`src/rtl/reg_file_mp.sv`:
```
// Multi-port register file: three combinational read ports, two synchronous write ports,
// optional write-to-read bypass, hardwired-zero r0 and a per-register busy scoreboard.
module reg_file_mp #(
  parameter int unsigned DATA_W   = 32,
  parameter int unsigned ADDR_W   = 5,
  parameter int unsigned ZERO_REG = 1,
  parameter int unsigned BYPASS   = 1
) (
  input  logic              i_clk,
  input  logic              i_rst,
  input  logic              i_wr0_en,
  input  logic [ADDR_W-1:0] i_wr0_addr,
  input  logic [DATA_W-1:0] i_wr0_data,
  input  logic              i_wr1_en,
  input  logic [ADDR_W-1:0] i_wr1_addr,
  input  logic [DATA_W-1:0] i_wr1_data,
  input  logic              i_busy_set_en,
  input  logic [ADDR_W-1:0] i_busy_set_addr,
  input  logic [ADDR_W-1:0] i_rd0_addr,
  input  logic [ADDR_W-1:0] i_rd1_addr,
  input  logic [ADDR_W-1:0] i_rd2_addr,
  output logic [DATA_W-1:0] o_rd0_data,
  output logic [DATA_W-1:0] o_rd1_data,
  output logic [DATA_W-1:0] o_rd2_data,
  output logic              o_rd0_busy,
  output logic              o_rd1_busy,
  output logic              o_rd2_busy
);

  localparam int unsigned Depth = 2 ** ADDR_W;
  localparam bit HasZero = (ZERO_REG != 0);
  localparam bit HasByp  = (BYPASS != 0);

  logic [DATA_W-1:0] r_mem [Depth];
  logic [Depth-1:0]  r_busy;
  logic [Depth-1:0]  w_busy_next;
  logic              w_wr0_ok;
  logic              w_wr1_ok;
  logic              w_set_ok;
  logic              w_byp_on;

  assign w_wr0_ok = i_wr0_en && !(HasZero && (i_wr0_addr == '0));
  assign w_wr1_ok = i_wr1_en && !(HasZero && (i_wr1_addr == '0));
  assign w_set_ok = i_busy_set_en && !(HasZero && (i_busy_set_addr == '0));
  assign w_byp_on = HasByp && !i_rst;

  // Clears first, then the set, so a newly issued producer wins over a writeback.
  always_comb begin
    w_busy_next = r_busy;
    if (w_wr0_ok) w_busy_next[i_wr0_addr] = 1'b0;
    if (w_wr1_ok) w_busy_next[i_wr1_addr] = 1'b0;
    if (w_set_ok) w_busy_next[i_busy_set_addr] = 1'b1;
  end

  // Port 1 is assigned last so it wins an address collision.
  always_ff @(posedge i_clk) begin
    if (i_rst) begin
      for (int unsigned i = 0; i < Depth; i++) begin
        r_mem[i[ADDR_W-1:0]] <= '0;
      end
      r_busy <= '0;
    end else begin
      if (w_wr0_ok) r_mem[i_wr0_addr] <= i_wr0_data;
      if (w_wr1_ok) r_mem[i_wr1_addr] <= i_wr1_data;
      r_busy <= w_busy_next;
    end
  end

  logic [ADDR_W-1:0] w_rd_addr [3];
  logic [DATA_W-1:0] w_rd_data [3];
  logic              w_rd_busy [3];

  assign w_rd_addr[0] = i_rd0_addr;
  assign w_rd_addr[1] = i_rd1_addr;
  assign w_rd_addr[2] = i_rd2_addr;

  for (genvar p = 0; p < 3; p++) begin : g_rd
    logic w_hit0;
    logic w_hit1;
    assign w_hit0 = w_byp_on && i_wr0_en && (i_wr0_addr == w_rd_addr[p]);
    assign w_hit1 = w_byp_on && i_wr1_en && (i_wr1_addr == w_rd_addr[p]);

    always_comb begin
      w_rd_data[p] = r_mem[w_rd_addr[p]];
      w_rd_busy[p] = r_busy[w_rd_addr[p]];
      if (HasZero && (w_rd_addr[p] == '0)) begin
        w_rd_data[p] = '0;
        w_rd_busy[p] = 1'b0;
      end else if (w_hit1) begin
        w_rd_data[p] = i_wr1_data;
        w_rd_busy[p] = 1'b0;
      end else if (w_hit0) begin
        w_rd_data[p] = i_wr0_data;
        w_rd_busy[p] = 1'b0;
      end
    end
  end

  assign o_rd0_data = w_rd_data[0];
  assign o_rd1_data = w_rd_data[1];
  assign o_rd2_data = w_rd_data[2];
  assign o_rd0_busy = w_rd_busy[0];
  assign o_rd1_busy = w_rd_busy[1];
  assign o_rd2_busy = w_rd_busy[2];

endmodule

```
`config.mk`:
```
export PLATFORM = sky130hd
export DESIGN_NAME = reg_file_mp
export DESIGN_NICKNAME = d
export VERILOG_FILES = /design/src/rtl/reg_file_mp.sv
export SDC_FILE = /design/constraint.sdc
export NUM_CORES = 2
export LEC_CHECK = 0
export ABC_AREA = 0
export CORE_ASPECT_RATIO = 1.25
export CORE_UTILIZATION = 26
export DETAILED_ROUTE_END_ITERATION = 12
export HOLD_SLACK_MARGIN = 0.1
export PLACE_DENSITY_LB_ADDON = 0.12
export SYNTH_ARGS = -nofsm -noshare
export SYNTH_HDL_FRONTEND = slang
export SYNTH_SLANG_ARGS = --single-unit
```
`constraint.sdc`:
```
create_clock -name i_clk -period 3.24 [get_ports i_clk]
set_clock_uncertainty 0.15 [all_clocks]
set_input_delay 0.324 -clock i_clk [delete_from_list [all_inputs] [get_ports i_clk]]
set_output_delay 0.324 -clock i_clk [all_outputs]
set_load 0.02 [all_outputs]
```
; After elaboration in Yosys (flattened, before gate mapping)
; Memories as Yosys holds them, arrays and structs flattened.
; Cells that the tools add are included.
[word_totals]
input_bits = 99
memories = 1
ff_bits = 32
wordCells = 95
ram_bits = 1024
output_inout_bits = 99
[mem_list]
columns = name, depth, width, read_ports, rd_ports_with_merged_regs, wr, line_no
row1 = r_mem, 32, 32, 3, 0, 32, 34  ; logic [DATA_W-1:0] r_mem [Depth];
[classes]
bitwise = 5
eq_ne = 6
reduce_logical = 26
n_mux = 47
order_cmp = 9
[ops]
columns = op, count
row1 = 2-to-1 mux 32 bit, 14
row2 = AND 32 bit, 2
row3 = inverter 32 bit, 2
row4 = OR reduction 32 bit, 2
row5 = "< comparator 5 x 6 -> 1 bit, second input constant", 6
row6 = OR 32 bit, 1
row7 = == test 5 bit, 6
row8 = zero test 5 bit, 6
row9 = 2-to-1 mux 1 bit, 25
row10 = binary-select mux 1 bit (select 5 bit), 3
row11 = demux 1 bit (select 5 bit), 3
row12 = ">= comparator 5 x 1 -> 1 bit, second input constant", 3
row13 = logical AND 1 bit, 14
row14 = 2-to-1 mux 5 bit, 2
row15 = zero test 1 bit, 4

; Longest topological paths before layout
[logic_depth]
word_depth = 11
ltp_mapped = 10
mapped_depth_nobuf = 5

; Worst setup path before layout
; OpenSTA, ideal clock, no wires.
[synth_path]
path_kind = input to output
start = in i_rd0_addr[2]
end = out o_rd0_data[12]
t_arrival_ns = 2.249
path_stages = 9
t_required_ns = 2.766
slack_ns = 0.517
n_path_buf = 4
cell_sequence = buf_4 xnor2_1 nand4_1 or2_2 buf_2 or3b_1 buf_2 buf_6 o32ai_1
[synth_via]
elab_chain_len = 5
[synth_rtl]
columns = item, line_no
row1 = from (decl), 19  ; input logic [ADDR_W-1:0] i_rd0_addr,
row2 = "parallel branches: the longest is 4 deep, another holds memory (32 x 32 bit)", -
row3 = 2-to-1 mux 32 bit (*), 86  ; if (HasZero && (w_rd_addr[p] == '0)) begin
row4 = to (decl), 22  ; output logic [DATA_W-1:0] o_rd0_data,
; Every way passes the cells marked *.

==> impl_metrics.toml <==
[routing]
vias = 61200
final_antenna_net_count = 0
drt_first_pass_iters = 6
drcViolationCount = 0
viasPerCell = 6.57
postRouteWirelength_um = 436000
routedWlPerCell_um = 46.8
drt_iter0_drc = 7985

[clock_tree]
cts_tree = "built"
cts-htree-levels = 4
cts.reportedPaths.clkPinSlew_ns = 0.06
cts-root-buf = "clkbuf_16"
clk_path_buf_depth = 4
cts_made_buffers = 143
cts_num_sinks = 1056
insertion_delay_ns = 0.83

[grt]
grt.overflow.total = 0
grt_max_degree = 108
antenna_found_initial = 27
grt_pass1_vias = 60400
grt_util_all_layers = 0.310
grt_pass1_wl_um = 571000

[worst_setup_path]
r2r_end = "r_busy[2]"
worstPathMaxFanout = 3
r2r_start = "r_busy[2]"
crit_path_end_kind = "output pin"
crit_required_ns = 2.77
start_kind = "register"
crit_start = "r_mem[29][30]"
rr_worst_depth = 2
setup.worst_path.end = "o_rd2_data[30]"
criticalPathCategory = "register to output pin"
cp.arrival_ns = 2.94
r2r_slack_ns = 2.12

[sta]
relSlewSlack = 0.291
setup_viol = 27
worstMarginPinSlew_ns = 1.06
period_needed_ns = 3.41
fmax_ghz = 0.293
slew_violations = 0
finalHoldViolCount = 0
rsz0062_at_grt = "true"
fin_ws_ns = -0.170
fin_crit_sh = 1.05
holdWs_ns = 0.191

[yosys]
synth_cells = 5235
yosysUniqueCellTypes = 70
synth_edf_count = 1024
synth-seq-area-share = 0.443
ys.flop_type = "edfxtp_1"
synthArstFlopShare = 0
syn_area_sq_um = 70900
synth-warning-count = 0
avgSynthCellArea_sq_um = 13.5
ys_seq_elements = 1056

[finish]
final_common_cell = "a22o_1"
final_util = 0.336
syn_to_final_growth_pct = 28.0
nets = 5758
drive_above_1_share = 0.391
instances_no_fill = 9315
nFillCells = 26400
final_cell_mix = "1079 x a22o_1, 1024 x edfxtp_1, 629 x buf_4"

[floorplanning]
die_width_um = 469
die_h_um = 586
fp.dieArea_sq_um = 275000
core_area_sq_um = 270000
start_util = 0.262
rows = 213
num_io_pins = 198

[outcome]
violations = "negative setup slack"
status = "finished with violations"

[placed_design]
port_buffers = 197
gp_congestion = 0.900
dp_slack_ns = -0.868
dp_hpwl_um = 276000
dp_cells = 9050

[run]
drv_cap = 0

[power]
p_per_area_nw_per_um2 = 457
power_w = 0.0415
peakVddDrop_v = 0.000383
p_leak_nw = 31.4

[worst_hold_path]
hold_path_class = "input pin to register"
-- worst min path at each step --
stage / start / to / slack [ns] / depth (start not counted)
finish: i_busy_set_addr[4] / r_busy[16] / 0.19 / 5
global route: i_wr1_data[7] / r_mem[24][7] / 0.21 / 2
global placement: r_busy[6] / r_busy[6] / 0.33 / 2
detailed placement: r_busy[0] / r_busy[0] / 0.34 / 1
floorplan: r_busy[10] / r_busy[10] / 0.31 / 2
CTS: i_wr1_data[7] / r_mem[24][7] / 0.13 / 2
-- registers in the layout, summed over array words and instances (netlist names) --
name    count
r_mem    1024
r_busy     32
-- area by class of cell --
class	instances	area, sq um	area share
inverter	64	241	0.00266
sequential	1056	31400	0.346
timing repair buffer	1083	12000	0.133
multi-input combinational	3311	38100	0.420
tap	3547	4440	0.0489
antenna	10	25.0	0.000276
clock inverter	68	642	0.00708
clock buffer	176	3790	0.0418
-- routing by layer --
metal  share of wire  vias to the layer above  track usage
met5         0.00049                        -      0.00405
met4           0.072                       12        0.194
met3           0.095                     1218       0.0718
met2            0.45                     4289        0.478
met1            0.39                    32600        0.391
li1                -                    23100            -
-- cells in the mapped netlist (17+ instances only) --
library cell / count / share of area
nor3_2: 22 / 0.0031
a32oi_1: 32 / 0.0040
buf_1: 84 / 0.0044
a22oi_1: 17 / 0.0018
a211o_1: 19 / 0.0023
o22ai_1: 62 / 0.0055
clkbuf_1: 465 / 0.025
a31oi_1: 31 / 0.0027
nor4_1: 35 / 0.0031
buf_4: 56 / 0.0059
a21oi_1: 51 / 0.0036
a221o_1: 33 / 0.0047
a211oi_1: 92 / 0.0097
o21ai_0: 28 / 0.0020
mux4_2: 608 / 0.19
o211a_1: 31 / 0.0044
buf_2: 216 / 0.015
nor2_1: 96 / 0.0051
a221oi_1: 31 / 0.0038
a2111oi_0: 27 / 0.0033
dfxtp_1: 32 / 0.0090
nand2_1: 120 / 0.0064
inv_1: 62 / 0.0033
mux2i_1: 366 / 0.052
a21o_1: 17 / 0.0018
or3_1: 33 / 0.0029
o221ai_1: 112 / 0.014
mux2_2: 71 / 0.011
edfxtp_1: 1024 / 0.43
nor3_1: 88 / 0.0062
xnor2_1: 24 / 0.0030
a22o_1: 1085 / 0.13
-- critical path: stages (launching register included) --
cell and delay (ns):
edfxtp_1 0.43, mux4_2 0.50, mux4_2 0.51, nand2b_4 0.15, a221o_1 0.40, buf_6 0.16
-- what timing repair did --
action	CTS	global route
resized for setup	651	86
pin swaps	150	41
setup buffers	28	8
endpoints found under the setup margin	98	80
hold buffers	1	0
gates cloned	1	1
endpoints found under the hold margin	17	0
-- report_power, final --
group | total [W] | switching (W) | internal [W]
sequential | 0.0165 | 0.000632 | 0.0159
clock | 0.0160 | 0.00676 | 0.00922
combinational | 0.00902 | 0.00521 | 0.00381
-- metrics by stage --
| stage | cell area [sq um] | TNS [ns] |
|---|---|---|
| 2_1_floorplan | 71000 | 0 |
| 3_3_place_gp | 84100 | -31.39 |
| 3_5_place_dp | 84100 | -29.64 |
| 4_1_cts | 90200 | -2.63 |
| 5_1_grt | 90700 | -3.58 |
| 6_report | 90700 | -1.53 |
-- logic make-up after synthesis --
| group | count (synthesis) | synth area share |
|---|---|---|
| multiplexers | 1045 | 0.256 |
| AO/OA/AOI/OAI | 1729 | 0.206 |
| flip-flops | 1056 | 0.443 |
| AND/OR/NAND/NOR | 477 | 0.0352 |
| other | 1 | 0.0000529 |
| XOR/XNOR | 28 | 0.00346 |
| buffers and inverters | 899 | 0.0559 |
(Power assumes the default switching activity.)
